==> src/rtl/fft_cnn_sequencer_pkg.sv <==
// Shared definitions for the FFT -> 1-D CNN bearing-fault frame sequencer.
//   seq_state_t          : frame sequencer state encoding
//   CLS_W                : CNN class code width
//   SRC_ADDR_W           : signal-source address width
//   DEFAULT_NORMAL_CLASS : class code the CNN reports for a healthy bearing
//   is_wait_state()      : true in the states guarded by the timeout counter
package fft_cnn_pkg;

  localparam int unsigned CLS_W      = 4;
  localparam int unsigned SRC_ADDR_W = 19;

  localparam logic [CLS_W-1:0] DEFAULT_NORMAL_CLASS = 4'd7;

  typedef enum logic [2:0] {
    S_IDLE     = 3'd0,
    S_FILL     = 3'd1,
    S_FFT_WAIT = 3'd2,
    S_CLASSIFY = 3'd3,
    S_REPORT   = 3'd4,
    S_FLUSH    = 3'd5
  } seq_state_t;

  // States in which the sequencer waits on a downstream engine and may time out.
  function automatic logic is_wait_state(input seq_state_t s);
    return (s == S_FFT_WAIT) || (s == S_CLASSIFY);
  endfunction

endpackage

==> src/rtl/fft_cnn_sequencer_if.sv <==
// Bus bundle between the frame sequencer and its surroundings
// (signal source, FFT core, CNN core, result consumer).
//   start                      : level, run frames continuously while high
//   src_ready / src_addr       : source sample available / current source address
//   fft_tvalid / fft_rst_n     : sample valid to FFT / FFT active-low reset
//   fft_done                   : FFT last-output pulse
//   cnn_rst_n / cnn_class      : CNN active-low reset-enable / CNN class (0 = none)
//   result_valid/result_class  : new-classification pulse / captured class
//   fault_count                : saturating count of non-normal results
//   busy / timeout_err         : sequencer not idle / sticky timeout flag
// master: the sequencer side. slave: the environment side.
interface fft_cnn_sequencer_if
  import fft_cnn_pkg::*;
#(
  parameter int unsigned CNT_W = 4
) ();

  logic                  start;
  logic                  src_ready;
  logic [SRC_ADDR_W-1:0] src_addr;
  logic                  fft_tvalid;
  logic                  fft_rst_n;
  logic                  fft_done;
  logic                  cnn_rst_n;
  logic [CLS_W-1:0]      cnn_class;
  logic                  result_valid;
  logic [CLS_W-1:0]      result_class;
  logic [CNT_W-1:0]      fault_count;
  logic                  busy;
  logic                  timeout_err;

  modport master (
    input  start, src_ready, src_addr, fft_done, cnn_class,
    output fft_tvalid, fft_rst_n, cnn_rst_n, result_valid, result_class,
           fault_count, busy, timeout_err
  );

  modport slave (
    output start, src_ready, src_addr, fft_done, cnn_class,
    input  fft_tvalid, fft_rst_n, cnn_rst_n, result_valid, result_class,
           fault_count, busy, timeout_err
  );

endinterface

==> src/rtl/fft_cnn_sequencer_detect.sv <==
// cnn_result_detect: decides when the CNN output is a usable classification
// and captures it.
//   clk, reset  : clock, synchronous active-low reset
//   enable      : high while the sequencer is classifying
//   cnn_class   : raw CNN output, 0 = no result yet
//   detect      : combinational pulse, capture happens on this edge
//   capt_class  : last captured class, held until the next capture
// Build option SEQ_DEBOUNCE_EN: when defined, a class is accepted only after
// two consecutive nonzero cycles; otherwise the first nonzero cycle is taken.
module cnn_result_detect
  import fft_cnn_pkg::*;
(
  input  logic             clk,
  input  logic             reset,
  input  logic             enable,
  input  logic [CLS_W-1:0] cnn_class,
  output logic             detect,
  output logic [CLS_W-1:0] capt_class
);

  logic             nonzero_s;
  logic [CLS_W-1:0] capt_class_r;

  assign nonzero_s = enable && (cnn_class != {CLS_W{1'b0}});

`ifdef SEQ_DEBOUNCE_EN
  logic prev_nonzero_r;

  // Remember whether the previous enabled cycle carried a nonzero class;
  // cleared whenever classification is not running so frames never chain.
  always_ff @(posedge clk) begin
    if (!reset) begin
      prev_nonzero_r <= 1'b0;
    end else begin
      prev_nonzero_r <= nonzero_s;
    end
  end

  assign detect = nonzero_s && prev_nonzero_r;
`else
  assign detect = nonzero_s;
`endif

  // Capture the class on the detect edge and hold it for the consumer.
  always_ff @(posedge clk) begin
    if (!reset) begin
      capt_class_r <= {CLS_W{1'b0}};
    end else if (detect) begin
      capt_class_r <= cnn_class;
    end else begin
      capt_class_r <= capt_class_r;
    end
  end

  assign capt_class = capt_class_r;

endmodule

==> src/rtl/fft_cnn_sequencer.sv <==
// fft_cnn_sequencer: frame-level controller for the FFT -> 1-D CNN pipeline.
// Streams FRAME_LEN source beats into the FFT, waits for FFT completion,
// enables the CNN, captures a stable classification, and keeps a saturating
// count of faulty results. FFT_WAIT and CLASSIFY are guarded by a timeout
// that aborts the frame through FLUSH and raises a sticky error flag.
//   clk   : clock
//   reset : synchronous, active-low; forces every output to its idle value
//   bus   : fft_cnn_sequencer_if.master (source, FFT, CNN and result signals)
// Build option SEQ_DEBOUNCE_EN selects two-cycle debounce of the CNN class
// (see cnn_result_detect); all outputs are registered.
module fft_cnn_sequencer
  import fft_cnn_pkg::*;
#(
  parameter int unsigned      FRAME_LEN    = 1024,
  parameter int unsigned      TIMEOUT      = 65535,
  parameter logic [CLS_W-1:0] NORMAL_CLASS = DEFAULT_NORMAL_CLASS,
  parameter int unsigned      ADDR_LIMIT   = 512000,
  parameter int unsigned      CNT_W        = 4
) (
  input logic                 clk,
  input logic                 reset,
  fft_cnn_sequencer_if.master bus
);

  localparam int unsigned BEAT_W = $clog2(FRAME_LEN + 1);
  localparam int unsigned TMO_W  = $clog2(TIMEOUT + 1);

  localparam logic [BEAT_W-1:0] LAST_BEAT = BEAT_W'(FRAME_LEN - 1);
  // The counter holds cycles already spent in the state, so the cycle in
  // which it shows TIMEOUT-1 is the TIMEOUT-th and last one allowed.
  localparam logic [TMO_W-1:0]  TMO_LAST  = TMO_W'(TIMEOUT - 1);
  localparam logic [CNT_W-1:0]  CNT_MAX   = {CNT_W{1'b1}};

  seq_state_t        state_r;
  seq_state_t        state_next_s;
  logic [BEAT_W-1:0] beat_cnt_r;
  logic [TMO_W-1:0]  tmo_cnt_r;
  logic [CNT_W-1:0]  fault_cnt_r;
  logic              fft_tvalid_r;
  logic              fft_rst_n_r;
  logic              cnn_rst_n_r;
  logic              result_valid_r;
  logic              busy_r;
  logic              timeout_err_r;

  logic              detect_s;
  logic [CLS_W-1:0]  capt_class_s;
  logic              beat_last_s;
  logic              tmo_hit_s;
  logic              tmo_abort_s;
  logic              addr_ok_s;
  logic              fault_inc_s;

  cnn_result_detect u_detect (
    .clk        (clk),
    .reset      (reset),
    .enable     (state_r == S_CLASSIFY),
    .cnn_class  (bus.cnn_class),
    .detect     (detect_s),
    .capt_class (capt_class_s)
  );

  assign beat_last_s = bus.src_ready && (beat_cnt_r == LAST_BEAT);
  assign tmo_hit_s   = is_wait_state(state_r) && (tmo_cnt_r == TMO_LAST);
  assign addr_ok_s   = (32'(bus.src_addr) <= ADDR_LIMIT);
  assign fault_inc_s = (state_r == S_REPORT) && (capt_class_s != NORMAL_CLASS) &&
                       addr_ok_s && (fault_cnt_r != CNT_MAX);

  // Next-state decode; a completion event beats a timeout in the same cycle.
  always_comb begin
    state_next_s = state_r;
    tmo_abort_s  = 1'b0;
    case (state_r)
      S_IDLE: begin
        if (bus.start) begin
          state_next_s = S_FILL;
        end else begin
          state_next_s = S_IDLE;
        end
      end
      S_FILL: begin
        if (beat_last_s) begin
          state_next_s = S_FFT_WAIT;
        end else begin
          state_next_s = S_FILL;
        end
      end
      S_FFT_WAIT: begin
        if (bus.fft_done) begin
          state_next_s = S_CLASSIFY;
        end else if (tmo_hit_s) begin
          state_next_s = S_FLUSH;
          tmo_abort_s  = 1'b1;
        end else begin
          state_next_s = S_FFT_WAIT;
        end
      end
      S_CLASSIFY: begin
        if (detect_s) begin
          state_next_s = S_REPORT;
        end else if (tmo_hit_s) begin
          state_next_s = S_FLUSH;
          tmo_abort_s  = 1'b1;
        end else begin
          state_next_s = S_CLASSIFY;
        end
      end
      S_REPORT: begin
        state_next_s = S_FLUSH;
      end
      S_FLUSH: begin
        if (bus.start) begin
          state_next_s = S_FILL;
        end else begin
          state_next_s = S_IDLE;
        end
      end
      default: begin
        state_next_s = S_IDLE;
      end
    endcase
  end

  // State register plus control outputs decoded from the next state so they
  // change on the same edge as the state itself.
  always_ff @(posedge clk) begin
    if (!reset) begin
      state_r        <= S_IDLE;
      fft_rst_n_r    <= 1'b0;
      cnn_rst_n_r    <= 1'b0;
      result_valid_r <= 1'b0;
      busy_r         <= 1'b0;
    end else begin
      state_r        <= state_next_s;
      fft_rst_n_r    <= (state_next_s == S_FILL) || (state_next_s == S_FFT_WAIT) ||
                        (state_next_s == S_CLASSIFY) || (state_next_s == S_REPORT);
      cnn_rst_n_r    <= (state_next_s == S_CLASSIFY) || (state_next_s == S_REPORT);
      result_valid_r <= (state_next_s == S_REPORT);
      busy_r         <= (state_next_s != S_IDLE);
    end
  end

  // Sample valid follows src_ready by one cycle while filling; the beat
  // counter is held at zero outside FILL so every frame starts clean.
  always_ff @(posedge clk) begin
    if (!reset) begin
      fft_tvalid_r <= 1'b0;
      beat_cnt_r   <= {BEAT_W{1'b0}};
    end else if (state_r == S_FILL) begin
      fft_tvalid_r <= bus.src_ready;
      if (bus.src_ready) begin
        beat_cnt_r <= beat_cnt_r + 1'b1;
      end else begin
        beat_cnt_r <= beat_cnt_r;
      end
    end else begin
      fft_tvalid_r <= 1'b0;
      beat_cnt_r   <= {BEAT_W{1'b0}};
    end
  end

  // Timeout counter: restarts on every state change, runs only while waiting.
  always_ff @(posedge clk) begin
    if (!reset) begin
      tmo_cnt_r <= {TMO_W{1'b0}};
    end else if ((state_next_s != state_r) || !is_wait_state(state_r)) begin
      tmo_cnt_r <= {TMO_W{1'b0}};
    end else begin
      tmo_cnt_r <= tmo_cnt_r + 1'b1;
    end
  end

  // Sticky timeout flag; only reset clears it.
  always_ff @(posedge clk) begin
    if (!reset) begin
      timeout_err_r <= 1'b0;
    end else if (tmo_abort_s) begin
      timeout_err_r <= 1'b1;
    end else begin
      timeout_err_r <= timeout_err_r;
    end
  end

  // Saturating fault counter, updated on the edge that ends REPORT.
  always_ff @(posedge clk) begin
    if (!reset) begin
      fault_cnt_r <= {CNT_W{1'b0}};
    end else if (fault_inc_s) begin
      fault_cnt_r <= fault_cnt_r + 1'b1;
    end else begin
      fault_cnt_r <= fault_cnt_r;
    end
  end

  assign bus.fft_tvalid   = fft_tvalid_r;
  assign bus.fft_rst_n    = fft_rst_n_r;
  assign bus.cnn_rst_n    = cnn_rst_n_r;
  assign bus.result_valid = result_valid_r;
  assign bus.result_class = capt_class_s;
  assign bus.fault_count  = fault_cnt_r;
  assign bus.busy         = busy_r;
  assign bus.timeout_err  = timeout_err_r;

endmodule

==> src/flat_wrapper.sv <==
// flat-port wrapper written by rule: the top's interface ports become plain ports
module fft_cnn_sequencer_flat import fft_cnn_pkg::*;
#(
  parameter int unsigned      FRAME_LEN    = 1024,
  parameter int unsigned      TIMEOUT      = 65535,
  parameter logic [CLS_W-1:0] NORMAL_CLASS = DEFAULT_NORMAL_CLASS,
  parameter int unsigned      ADDR_LIMIT   = 512000,
  parameter int unsigned      CNT_W        = 4
)
  (clk, reset, bus_start, bus_src_ready, bus_src_addr, bus_fft_done, bus_cnn_class, bus_fft_tvalid, bus_fft_rst_n, bus_cnn_rst_n, bus_result_valid, bus_result_class, bus_fault_count, bus_busy, bus_timeout_err);
  fft_cnn_sequencer_if #(.CNT_W(CNT_W)) bus_i ();
  input logic clk;
  input logic reset;
  input wire logic [$bits(bus_i.start)-1:0] bus_start;
  input wire logic [$bits(bus_i.src_ready)-1:0] bus_src_ready;
  input wire logic [$bits(bus_i.src_addr)-1:0] bus_src_addr;
  input wire logic [$bits(bus_i.fft_done)-1:0] bus_fft_done;
  input wire logic [$bits(bus_i.cnn_class)-1:0] bus_cnn_class;
  output wire logic [$bits(bus_i.fft_tvalid)-1:0] bus_fft_tvalid;
  output wire logic [$bits(bus_i.fft_rst_n)-1:0] bus_fft_rst_n;
  output wire logic [$bits(bus_i.cnn_rst_n)-1:0] bus_cnn_rst_n;
  output wire logic [$bits(bus_i.result_valid)-1:0] bus_result_valid;
  output wire logic [$bits(bus_i.result_class)-1:0] bus_result_class;
  output wire logic [$bits(bus_i.fault_count)-1:0] bus_fault_count;
  output wire logic [$bits(bus_i.busy)-1:0] bus_busy;
  output wire logic [$bits(bus_i.timeout_err)-1:0] bus_timeout_err;
  assign bus_i.start = bus_start;
  assign bus_i.src_ready = bus_src_ready;
  assign bus_i.src_addr = bus_src_addr;
  assign bus_i.fft_done = bus_fft_done;
  assign bus_i.cnn_class = bus_cnn_class;
  assign bus_fft_tvalid = bus_i.fft_tvalid;
  assign bus_fft_rst_n = bus_i.fft_rst_n;
  assign bus_cnn_rst_n = bus_i.cnn_rst_n;
  assign bus_result_valid = bus_i.result_valid;
  assign bus_result_class = bus_i.result_class;
  assign bus_fault_count = bus_i.fault_count;
  assign bus_busy = bus_i.busy;
  assign bus_timeout_err = bus_i.timeout_err;
  fft_cnn_sequencer #(.FRAME_LEN(FRAME_LEN), .TIMEOUT(TIMEOUT), .NORMAL_CLASS(NORMAL_CLASS), .ADDR_LIMIT(ADDR_LIMIT), .CNT_W(CNT_W)) u_core (.clk(clk), .reset(reset), .bus(bus_i));
endmodule
==> config.mk <==
export PLATFORM = sky130hd
export DESIGN_NAME = fft_cnn_sequencer_flat
export DESIGN_NICKNAME = d
export VERILOG_FILES = /design/src/rtl/fft_cnn_sequencer_pkg.sv /design/src/rtl/fft_cnn_sequencer_if.sv /design/src/rtl/fft_cnn_sequencer_detect.sv /design/src/rtl/fft_cnn_sequencer.sv /design/src/flat_wrapper.sv
export SDC_FILE = /design/constraint.sdc
export NUM_CORES = 1
export LEC_CHECK = 0
export CORE_ASPECT_RATIO = 1.4
export CORE_MARGIN = 8
export CORE_UTILIZATION = 40
export CTS_BUF_LIST = sky130_fd_sc_hd__clkbuf_4 sky130_fd_sc_hd__clkbuf_8
export DETAILED_ROUTE_END_ITERATION = 8
export PLACE_DENSITY = 0.66
export SYNTH_ARGS = -nofsm -noshare
export SYNTH_HDL_FRONTEND = slang
export SYNTH_SLANG_ARGS = --single-unit
==> constraint.sdc <==
create_clock -name clk -period 1.9 [get_ports clk]
set_input_delay 0.19 -clock clk [delete_from_list [all_inputs] [get_ports clk]]
set_output_delay 0.19 -clock clk [all_outputs]
set_load 0.01 [all_outputs]
==> results of run 1 <==
-- through the flow --
stage	instances	hold slack (ps)	TNS, ps
after floorplan	236	360	0
after global placement	364	451	-3510
after detailed placement	364	457	-4200
after CTS	372	469	0
after global routing	372	498	0
final	372	463	0
-- repair_timing --
item,in CTS,in global routing
endpoints found under the setup margin,11,11
setup buffers,1,0
pin swaps,0,1
gates resized for setup,0,6
-- power breakdown --
group	switching [µW]	total (µW)	internal [µW]
sequential	4.20	933	928
clock	305	823	517
combinational	101	228	128
total	410	1980	1570
-- path summary, 6_finish.rpt --
| kind | start | cells after the start | to | slack, ps |
|---|---|---|---|---|
| setup reg to reg | u_core.tmo_cnt_r[0] | 9 | u_core.bus.fft_rst_n | 110 |
| setup / recovery | bus_cnn_class[3] | 7 | u_core.tmo_cnt_r[10] | 60 |
| hold reg to reg | u_core.beat_cnt_r[10] | 2 | u_core.beat_cnt_r[10] | 460 |
| hold / removal | u_core.beat_cnt_r[10] | 2 | u_core.beat_cnt_r[10] | 460 |
-- cells in the mapped netlist (2+ instances only) --
master / instances / area (µm²)
dfxtp_1: 44 / 881
nor2_1: 19 / 71.3
nand3_1: 13 / 65.1
nand2_1: 12 / 45.0
xor2_1: 12 / 105
nand4_1: 11 / 68.8
xnor2_1: 11 / 96.3
nor4_1: 10 / 62.6
nor4_2: 10 / 125
a21oi_1: 8 / 40.0
inv_1: 8 / 30.0
nor2b_1: 8 / 50.1
o21ai_0: 8 / 40.0
and2_1: 5 / 31.3
and3_1: 5 / 31.3
clkbuf_1: 5 / 18.8
and4_1: 4 / 35.0
ha_1: 4 / 50.1
mux2i_1: 4 / 40.0
nor3_2: 3 / 30.0
or3_1: 3 / 18.8
a21boi_1: 2 / 15.0
buf_6: 2 / 22.5
nor3_1: 2 / 10.0
o21a_1: 2 / 15.0
-- per-layer routing --
metal / up-vias / track usage / wire (µm)
li1: 987 / - / -
met1: 881 / 0.146 / 2130
met2: 21 / 0.244 / 2890
met3: 4 / 0.0277 / 153
met4: 0 / 0.0399 / 48
met5: - / 0 / 0
-- worst reg2reg max path: stages (launching register included) --
cell      delay, ps
dfxtp_2         330
inv_1            40
ha_1            190
nand4_1         150
nor3_2           60
buf_4           150
a31o_2          260
a211oi_4        220
a21oi_1         110
o21a_1          180
-- cell families after synthesis --
logic type	Yosys count	share of synthesized area
AO/OA/AOI/OAI	31	0.106
XOR/XNOR	23	0.0909
adder cells (fa/ha/maj)	5	0.0277
flip-flops	44	0.398
AND/OR/NAND/NOR	112	0.322
buffers and inverters	17	0.0378
multiplexers	4	0.0181
-- registers in the layout, indices dropped and copies added, names as in the netlist --
| name | flops |
|---|---|
| u_core.bus.fft_tvalid | 1 |
| u_core.bus.result_valid | 1 |
| u_core.bus.cnn_rst_n | 1 |
| u_core.u_detect.capt_class | 4 |
| u_core.bus.busy | 1 |
| u_core.state_r | 3 |
| u_core.bus.timeout_err | 1 |
| u_core.bus.fft_rst_n | 1 |
| u_core.bus.fault_count | 4 |
| u_core.beat_cnt_r | 11 |
| u_core.tmo_cnt_r | 16 |
-- area by class of cell --
type | count | area share
clock inverter | 2 | 0.0196
clock buffer | 5 | 0.0224
sequential | 44 | 0.288
tap | 68 | 0.0277
multi-input combinational | 175 | 0.416
inverter | 8 | 0.00978
timing repair buffer | 70 | 0.217
==> results.ini, run 1 <==
[timing]
timing_hold_violations_final=0
rsz0062_at_grt=no
fmax_mhz=545
slew_violations=0
setup_viol=0
worst-slew-pin-transition_ps=504
finClkSkew_ps=9.20
period_share=0.966
fin_crit_ps=1840
worst_slew_margin_rel=0.663
worst_slack_ps=63.9

[setup_path]
path_buf_inv=2
crit_path_max_incr_delay_ps=580
crit_chain=clkdlybuf4s50_1 -> or4_4 -> a21oi_1 -> o2bb2ai_2 -> nor3_2 -> buf_12 -> nor4_2
worstSetupStartpointType=primary input
critPathSlowestCell=or4_4
end_kind=register
arrival_ps=2050
worstSetupPathType=in2reg
cp_max_fo=16
critPathTopFamily=simple AND/OR/NAND/NOR gates
worstPathRequired_ps=2110

[logic_synthesis]
yosysUniqueCellTypes=46
async_flop_share=0
synth-seq-cells=44
synth_warnings=0
synth_top_flop_cell=dfxtp_1
synth-edff-count=0
syn_nets=268
yosysSeqAreaShare=0.398
netlist_area_um2=2220
syn_inst=236
avgSynthCellArea_um2=9.39

[job]
drv_cap=0

[route]
vias_per_cell=5.09
detail_route.first_pass.iterations=4
vias=1893
drt_wl_total_um=5220
wl_per_cell_um=14.0
drcViolationCount=0
route.antenna.remaining_nets=0
drt_iter0_markers=50

[final_layout]
final_util=0.564
area_growth_pct=38.5
regArea_um2=883
final_cell_mix=dfxtp_1 (42), clkdlybuf4s50_1 (41), buf_4 (26)
nets=336
antenna-diode-count=0
multi_input_area_um2=1280
fillers=542
final_area_um2=3070
final_common_cell=dfxtp_1
layout-drive-gt1-share=0.220

[power_and_ir_drop]
p_total_uw=1980
p_leak_uw=0.00106
p_per_area_nw_per_um2=646
peakVddDrop_v=0.000538

[cts]
cts_buffers=5
clock_latency_ps=290
path_clk_slew_ps=80
cts_tree=built
clock_sinks=44
cts-htree-levels=2
cts_buffer_depth=2
hold_buffers=0
root_buffer=clkbuf_8

[placed_design]
dpl_cell_area_um2=2890
place.gp.congestion=0.787
dp_hpwl_um=4000
port_buffers=41
pre_cts_ws_ps=-263

[floorplanning]
initial_utilization=0.407
ioPinCount=42
core_um2=5450
fp.dieH_um=104
fp.dieW_um=78.9
die_area_um2=8210
fp-row-count=32

[global_route]
grt_max_degree=17
grt_pass1_vias=1896
grt_overflow_total=0
grt_antenna_before_repair=0
grt_pass1_wl_um=8960
grt_usage=0.133

[run_status]
status=completed

[worst_hold_path]
worstHoldPathType=reg2reg

(Power assumes the default switching activity.)
==> run 2, diff against run 1 <==
--- a/config.mk
+++ b/config.mk
@@ -5,12 +5,14 @@
 export SDC_FILE = /design/constraint.sdc
 export NUM_CORES = 1
 export LEC_CHECK = 0
+export CAP_MARGIN = 20
 export CORE_ASPECT_RATIO = 1.4
 export CORE_MARGIN = 8
 export CORE_UTILIZATION = 40
 export CTS_BUF_LIST = sky130_fd_sc_hd__clkbuf_4 sky130_fd_sc_hd__clkbuf_8
 export DETAILED_ROUTE_END_ITERATION = 8
 export PLACE_DENSITY = 0.66
+export SLEW_MARGIN = 20
 export SYNTH_ARGS = -nofsm -noshare
 export SYNTH_HDL_FRONTEND = slang
 export SYNTH_SLANG_ARGS = --single-unit
==> results of run 2 <==
The final DEF is identical to that of run 1; final timing and power are the same.
